[src/rtl/pc_seq_pkg.sv]
`default_nettype none
// ============================================================================
// Module   : pc_seq_pkg
// Purpose  : Shared constants and state encoding for the fetch-stage PC
//            sequencer (pc_sequencer / pc_next_sel).
// Contents : c_ADDR_W, c_PC_INC, c_RESET_VEC, c_TRAP_VEC defaults;
//            state_t (ST_IDLE, ST_FETCH, ST_HALT).
// Revision : 1.0 - initial release
// ============================================================================
package pc_seq_pkg;

    localparam int          c_ADDR_W    = 32;
    localparam int          c_PC_INC    = 4;
    localparam logic [31:0] c_RESET_VEC = 32'h0000_0000;
    localparam logic [31:0] c_TRAP_VEC  = 32'h0000_0100;

    typedef enum logic [1:0] {
        ST_IDLE  = 2'd0,
        ST_FETCH = 2'd1,
        ST_HALT  = 2'd2
    } state_t;

endpackage
`default_nettype wire

[src/rtl/pc_next_sel.sv]
`default_nettype none
// ============================================================================
// Module   : pc_next_sel
// Purpose  : Combinational next-PC selector: hold, sequential increment,
//            redirect to an aligned target, or trap vector on a misaligned
//            redirect (only when PC_MISALIGN_TRAP_EN is defined).
// Ports    : pc        - current PC
//            redirect  - take target this cycle (highest priority)
//            advance   - step pc by PC_INC
//            target    - redirect address
//            pc_next   - selected next PC
//            trap_take - redirect was misaligned and went to TRAP_VEC
// Config   : PC_MISALIGN_TRAP_EN - misaligned redirect loads TRAP_VEC;
//            otherwise the low two target bits are cleared.
// Revision : 1.0 - initial release
// ============================================================================
module pc_next_sel
    import pc_seq_pkg::*;
#(
    parameter int                ADDR_W   = c_ADDR_W,
    parameter int                PC_INC   = c_PC_INC
`ifdef PC_MISALIGN_TRAP_EN
  , parameter logic [ADDR_W-1:0] TRAP_VEC = ADDR_W'(c_TRAP_VEC)
`endif
) (
    input  logic [ADDR_W-1:0] pc,
    input  logic              redirect,
    input  logic              advance,
    input  logic [ADDR_W-1:0] target,
    output logic [ADDR_W-1:0] pc_next,
    output logic              trap_take
);

    always_comb begin
        pc_next   = pc;
        trap_take = 1'b0;
        if (redirect) begin
`ifdef PC_MISALIGN_TRAP_EN
            if (target[1:0] != 2'b00) begin
                pc_next   = TRAP_VEC;
                trap_take = 1'b1;
            end else begin
                pc_next   = target;
            end
`else
            // Misaligned targets are silently word-aligned.
            pc_next = target & ~ADDR_W'(3);
`endif
        end else if (advance) begin
            // Natural wrap modulo 2^ADDR_W, no overflow indication.
            pc_next = pc + ADDR_W'(PC_INC);
        end
    end

endmodule
`default_nettype wire

[src/rtl/pc_sequencer.sv]
`default_nettype none
// ============================================================================
// Module   : pc_sequencer
// Purpose  : Fetch-stage controller. Owns the PC, issues req/ack fetches to
//            instruction memory and holds the fetched word in a one-entry
//            slot for decode. Handles branch redirect (flush) and sticky halt.
// Ports    : clk, rst (sync, active-high)
//            imem_req/imem_addr/imem_ack/imem_rdata - imem fetch handshake
//            stall                  - decode cannot take the slot
//            br_taken/br_target     - single-cycle redirect
//            halt                   - stop fetching until reset
//            fetch_valid/fetch_pc/fetch_instr - slot to decode
//            pc_out, halted, trap   - status
// Config   : PC_MISALIGN_TRAP_EN - misaligned redirect loads TRAP_VEC and
//            pulses trap; when undefined trap stays 0.
// Revision : 1.0 - initial release
// ============================================================================
module pc_sequencer
    import pc_seq_pkg::*;
#(
    parameter int                ADDR_W    = c_ADDR_W,
    parameter int                PC_INC    = c_PC_INC,
    parameter logic [ADDR_W-1:0] RESET_VEC = ADDR_W'(c_RESET_VEC)
`ifdef PC_MISALIGN_TRAP_EN
  , parameter logic [ADDR_W-1:0] TRAP_VEC  = ADDR_W'(c_TRAP_VEC)
`endif
) (
    input  logic              clk,
    input  logic              rst,
    output logic              imem_req,
    output logic [ADDR_W-1:0] imem_addr,
    input  logic              imem_ack,
    input  logic [31:0]       imem_rdata,
    input  logic              stall,
    input  logic              br_taken,
    input  logic [ADDR_W-1:0] br_target,
    input  logic              halt,
    output logic              fetch_valid,
    output logic [ADDR_W-1:0] fetch_pc,
    output logic [31:0]       fetch_instr,
    output logic [ADDR_W-1:0] pc_out,
    output logic              halted,
    output logic              trap
);

    state_t              r_state;
    logic [ADDR_W-1:0]   r_pc;
    logic                r_valid;
    logic [ADDR_W-1:0]   r_fetch_pc;
    logic [31:0]         r_fetch_instr;
    logic                r_trap;

    logic                w_fetching;
    logic                w_ack_fire;
    logic                w_redirect;
    logic                w_advance;
    logic [ADDR_W-1:0]   w_pc_next;
    logic                w_trap_take;

    // A full slot that decode will not take blocks new requests; otherwise
    // the request stays up (same address) until acked.
    assign w_fetching = (r_state == ST_FETCH);
    assign imem_req   = w_fetching && !(r_valid && stall);
    assign imem_addr  = r_pc;
    assign w_ack_fire = imem_req && imem_ack;

    // Priority: halt > redirect > ack. Halt simply holds the PC.
    assign w_redirect = w_fetching && !halt && br_taken;
    assign w_advance  = w_fetching && !halt && !br_taken && w_ack_fire;

    pc_next_sel #(
        .ADDR_W   (ADDR_W),
        .PC_INC   (PC_INC)
`ifdef PC_MISALIGN_TRAP_EN
      , .TRAP_VEC (TRAP_VEC)
`endif
    ) u_pc_next_sel (
        .pc        (r_pc),
        .redirect  (w_redirect),
        .advance   (w_advance),
        .target    (br_target),
        .pc_next   (w_pc_next),
        .trap_take (w_trap_take)
    );

    always_ff @(posedge clk) begin
        if (rst) begin
            r_state       <= ST_IDLE;
            r_pc          <= RESET_VEC;
            r_valid       <= 1'b0;
            r_fetch_pc    <= '0;
            r_fetch_instr <= '0;
            r_trap        <= 1'b0;
        end else begin
            r_trap <= 1'b0;
            r_pc   <= w_pc_next;
            case (r_state)
                ST_IDLE: begin
                    r_state <= ST_FETCH;
                end
                ST_FETCH: begin
                    if (halt) begin
                        r_state <= ST_HALT;
                        r_valid <= 1'b0;
                    end else if (br_taken) begin
                        // Flush; any same-cycle ack is dropped.
                        r_valid <= 1'b0;
                        r_trap  <= w_trap_take;
                    end else if (w_ack_fire) begin
                        // Covers both fill-empty and drain-and-refill.
                        r_valid       <= 1'b1;
                        r_fetch_pc    <= r_pc;
                        r_fetch_instr <= imem_rdata;
                    end else if (r_valid && !stall) begin
                        r_valid <= 1'b0;
                    end
                end
                ST_HALT: begin
                    r_state <= ST_HALT;
                end
                default: begin
                    r_state <= ST_IDLE;
                end
            endcase
        end
    end

    assign fetch_valid = r_valid;
    assign fetch_pc    = r_fetch_pc;
    assign fetch_instr = r_fetch_instr;
    assign pc_out      = r_pc;
    assign halted      = (r_state == ST_HALT);
    assign trap        = r_trap;

endmodule
`default_nettype wire

[config.mk]
export PLATFORM = sky130hd
export DESIGN_NAME = pc_sequencer
export DESIGN_NICKNAME = d
export VERILOG_FILES = /design/src/rtl/pc_seq_pkg.sv /design/src/rtl/pc_next_sel.sv /design/src/rtl/pc_sequencer.sv
export SDC_FILE = /design/constraint.sdc
export NUM_CORES = 1
export LEC_CHECK = 0
export CAP_MARGIN = 5
export CORE_MARGIN = 1.5
export CORE_UTILIZATION = 25
export CTS_CLUSTER_DIAMETER = 40
export DETAILED_ROUTE_END_ITERATION = 7
export MAX_ROUTING_LAYER = met4
export PLACE_DENSITY = 0.5
export SLEW_MARGIN = 20
export SYNTH_ARGS = -nofsm -noshare
export SYNTH_HDL_FRONTEND = slang
export SYNTH_SLANG_ARGS = --single-unit
[constraint.sdc]
create_clock -name clk -period 4.3 [get_ports clk]
set_input_delay 0.43 -clock clk [delete_from_list [all_inputs] [get_ports clk]]
set_output_delay 0.43 -clock clk [all_outputs]
set_load 0.03 [all_outputs]
## Word level (Yosys, flattened, before mapping)

Index checks and enable logic that the tools add are counted.

| storage, ports and cells | value |
|---|---|
| input port bits | 70 |
| register bits after elaboration | 99 |

| operators by class | value |
|---|---|
| reductions and logical operators | 18 |
| eq/ne operators | 3 |
| bitwise operators | 2 |
| muxes and demuxes | 8 |
| add/sub/neg operators | 1 |

Operators by type and width:

| operator | number |
|---|---|
| 32-bit two-way mux | 2 |
| 32-bit by 3-bit adder with 32-bit output (second input constant) | 1 |
| 1-bit logical AND | 8 |
| 2-bit case mux with 3 select lines | 1 |
| 1-bit zero test | 4 |
| 1-bit two-way mux | 4 |
| 4-bit AND reduction | 1 |
| 4-bit nonzero test | 1 |
| 2-bit by 1-bit == test with 1-bit output (second input constant) | 1 |
| 2-bit == test (second input constant) | 1 |
| 2-bit zero test | 1 |
| 2-bit two-way mux | 1 |
| 2-bit inequality test (second input constant) | 1 |
| 1-bit inverter | 2 |
| 2-bit AND reduction | 1 |
| 2-bit nonzero test | 1 |
| 2-bit OR reduction | 1 |

## Depth between registers and ports, before layout

| logic depth | value |
|---|---|
| word-level depth | 7 |
| mapped depth | 9 |
| depth with buffers taken out | 7 |

## Cells and area by module

A second synthesis with hierarchy kept.

| unflattened totals | value |
|---|---|
| cells, all modules | 580 |
| area, all modules | 5298.8 um^2 |

Modules (own cells, without submodules):

| module | cells each | times used | area an instance (um^2) |
|---|---|---|---|
| pc_sequencer | 401 | 1 | 4239.1 |
| pc_next_sel | 179 | 1 | 1059.8 |

## Worst setup path after synthesis

No wires, ideal clock.

| path | value |
|---|---|
| path kind | register to register |
| start | reg r_pc[4] (netlist: imem_addr[4]) |
| end | reg r_pc[23] (netlist: imem_addr[23]) |
| setup slack | 2.437 ns |
| required time | 4.209 ns |
| arrival | 1.772 ns |
| buffers on the path | 0 |
| stages on the path, launching flop included | 6 |
| clock period less this slack | 1.863 ns |
| path through | dfxtp_1 nand4_1 nor2_8 nand3_4 or3_1 a311oi_1 |

| on the way | value |
|---|---|
| longest elaborated chain between the ends | 3 |

RTL lines:

| element | RTL line | source |
|---|---|---|
| start: declaration | pc_sequencer.sv:47 | `logic [ADDR_W-1:0] r_pc;` |
| start signal: assignment | pc_sequencer.sv:96 | `r_pc <= w_pc_next;` |
| 32-bit by 3-bit adder with 32-bit output | pc_next_sel.sv:51 | `pc_next = pc + ADDR_W'(PC_INC);` |
| 32-bit two-way mux | pc_next_sel.sv:49 | `end else if (advance) begin` |
| 32-bit two-way mux | pc_next_sel.sv:37 | `if (redirect) begin` |

No other way between the ends. The select of a mux whose other input is x is not followed.
A chain may end at the register's enable or synchronous reset.

## Final worst setup path

| path | value |
|---|---|
| start | in imem_ack |
| end | reg r_fetch_instr[14] (netlist: fetch_instr[14]) |

| on the way | value |
|---|---|
| longest elaborated chain between the ends | 2 |

RTL lines:

| element | RTL line | source |
|---|---|---|
| start: declaration | pc_sequencer.sv:32 | `input logic imem_ack,` |
| 1-bit logical AND | pc_sequencer.sv:65 | `assign w_ack_fire = imem_req && imem_ack;` |
| 4-bit AND reduction (no source line) | - |  |
| end signal: assignment | pc_sequencer.sv:113 | `r_fetch_instr <= imem_rdata;` |
| end: declaration | pc_sequencer.sv:50 | `logic [31:0] r_fetch_instr;` |

No other way between the ends.

==> impl_results.md <==
* Crit end category: register
* Layout cells sized above 1 at approximately 4.3%
* Worst-case clock buffer depth at 2
* CP Cell Sequence: clkdlybuf4s50_1 -> a21boi_1 -> and3_2 -> buf_4 -> nand2_1 -> a21oi_1
* Static leakage at 2.18 nW
* Post-DP Area at 0.00610 mm^2
* Mux contribution to synthesized area at under 10%
* Post-Synth Adder-Cell Area at 1.17%
* Chip Width at 134 um
* GRT Util Overall at 14.9%
* Sequential share of the synthesized area at 44.4%
* Clk pin slew, worst setup/hold paths at 0.07 ns
* CTS tree: yes
* CP max stage cell: and3_2
* Critical Path Start Type: input port
* Number of global-route vias before repair at about 3,900
* DRT Wirelength at between 10 and 15 mm
* Worst R2R Start: r_state[1]$_SDFFE_PP0P_
* Commonest non-fill, non-tap cells in the layout: clkdlybuf4s50_1, nand2_1, dfxtp_1
* Synth Flop Type: dfxtp_1
* Finish-stage setup viols at 0
* Most common cell after layout, fill and taps aside: clkdlybuf4s50_1
* Peak Freq at around 400 MHz
* Num Clock Sinks at 95
* Core Region at 0.0166 mm^2
* CTS buffer count at 9
* Post-layout minimum cycle time at approximately 2.5 ns
* Pwr dens at 413 mW/mm^2
* Via count at 4,069
* Pre-antenna DRT Iters at 4
* Cells after synthesis at roughly 540
* Ys async rst share at 0%
* Global-route wire length before repair at 20.7 mm
* Antenna viol nets, final at 0
* FILL cells at 1,663
* CTS resizes at 0
* Setup_tns at 0 ns
* WS Path Type: in -> reg
* Worst Path Arrival at 2.80 ns
* Synth Cell Area at between 0.004 and 0.005 mm^2
* Antenna violations before repair at 0
* Synth-to-layout area growth at 49.6%
* Status: finished, final reports clean
* IO Port Bufs at roughly 190
* Die Y at 134 um
* Worst-margin pin slew at 1.08 ns
* Min-delay src: fetch_instr[7]$_SDFFE_PP0P_
* Yosys cell types at 39
* Hold Path Class: reg -> reg
* Initial DRC Count at 135
* Maximum fanout along the worst path at 33
* CTS Hold Bufs at 0
* Max cap viols at 0
* Flops & latches, synth at 95
* GR Overflow Total at 0
* Die area at 0.0179 mm^2
* # H-tree levels at 3
* I/O Pins at between 200 and 250
* Largest net degree at the start of global routing at 100
* Compound-Gate Fraction of Synth Area at a little over an eighth
* Syn avg cell area at ~8.0 um^2
* Clk_lat worst skew at 0.35 ns
* RSZ-0062 raised after global routing: no
* Largest family of logic cells by synthesized area: simple AND/OR/NAND/NOR gates
* Worst slew margin at 28.1%
* Row cnt at 47
* HPWL Detailed at approximately 9 mm
* Per-cell routed wire length at 14.3 um
* YS warnings at 0
* DRC at 0
* Crit path from: imem_ack
* Starting density of the core at 25.7%
* Number of nets in the layout at 749
* Clk root buf: clkbuf_16
* Vias per cell at 4.52
* Worst endpoint required time at 4.57 ns
* Post-synthesis xor/xnor area fraction at 4.50%
* Slowest Stage Delay on Critical Path at between 0.7 and 0.8 ns
* Final Max Slew Viols at 0
* RePlAce Congestion at 0.746
* Synth Area in Simple Gates at 24.3%
* Post-synth EDFFs at 0
* N_diodes at 0
* Setup Fix Bufs, Post-CTS at 0
* R2r setup slk at 1.86 ns
* Final Hold Viols at 0
* Post-route cell area at 0.00641 mm^2
* Clock Skew at 0.00298 ns
* Post-route clock period utilization at between 50% and 60%
* Fin cells at 900
* Placed cells at about 880
* Worst vdd ir at 0.231 mV
==> sequential cells by signal, summed over array words and instances, names as in the netlist <==
name	flops
fetch_instr	32
imem_addr	30
fetch_valid	1
r_state	2
fetch_pc	30
==> through the flow <==
stage               utilization [%]  total power [mW]  setup WS (ns)  hold slack [ns]
floorplan                         -              1.55           2.44            0.490
global placement               36.7              1.83           1.48            0.442
detailed placement             36.7              1.84           1.39            0.446
CTS                            38.5              2.68           1.77            0.456
global route                   38.5              2.78           1.55            0.470
finish                         38.5              2.65           1.77            0.453
==> critical path, delay by kind of cell <==
family	cells	cell delay (ns)
compound gates	2	0.57
buf+inv	2	0.92
simple gates	2	0.82
==> synth_stat cells, types with 3 or more instances <==
| cell | n | area share, % |
|---|---|---|
| dfxtp_1 | 95 | 44 |
| ha_1 | 4 | 1.2 |
| and3_1 | 3 | 0.44 |
| a311oi_1 | 3 | 0.61 |
| nand2_1 | 140 | 12 |
| and2_1 | 3 | 0.44 |
| mux2i_1 | 7 | 1.6 |
| xor2_1 | 20 | 4.1 |
| nand3_1 | 14 | 1.6 |
| nand4_1 | 15 | 2.2 |
| nor2_1 | 36 | 3.2 |
| a21oi_1 | 64 | 7.5 |
| o21ai_0 | 3 | 0.35 |
| clkbuf_1 | 30 | 2.6 |
| nor4_1 | 3 | 0.44 |
| inv_1 | 4 | 0.35 |
| a211oi_1 | 23 | 4.0 |
| buf_4 | 40 | 7.0 |
==> worst paths after layout <==
path / endpoint / cells past startpoint
setup / recovery: fetch_instr[14]$_SDFFE_PP0P_ / 6
hold / removal: fetch_instr[7]$_SDFFE_PP0P_ / 2
hold reg to reg: fetch_instr[7]$_SDFFE_PP0P_ / 2
setup reg to reg: imem_addr[28]$_SDFFE_PP0P_ / 7
==> layout make-up <==
type | count | area, um^2 | share of cell area, %
clock buffers | 9 | 225 | 3.51
clock inverters | 7 | 80.1 | 1.25
inverters | 4 | 15.0 | 0.234
multi-input cells | 370 | 1970 | 30.7
flip-flops and latches | 95 | 1900 | 29.7
well taps | 220 | 275 | 4.30
repair buffers | 195 | 1940 | 30.3
==> report_power, final <==
part	total [mW]	internal, mW	switching [mW]
clock network	0.834	0.459	0.375
logic	0.750	0.323	0.427
registers	1.06	0.950	0.113
total	2.65	1.73	0.914
==> logic make-up after synthesis <==
group / after synthesis
XOR/XNOR: 22
other: 1
multiplexers: 7
flip-flops: 95
adder cells (fa/ha/maj): 4
AO/OA/AOI/OAI: 99
AND/OR/NAND/NOR: 231
buffers and inverters: 76
==> per-layer routing <==
layer	part of all wire [%]	global-route usage (%)	vias to the layer above	wire length, um
li1	-	-	2032	-
met1	47	19.5	1875	6020
met2	44	22.0	151	5690
met3	7.8	4.80	11	1000
met4	1.4	4.59	0	176
met5	0	-	-	0
(Power assumes the default switching activity.)
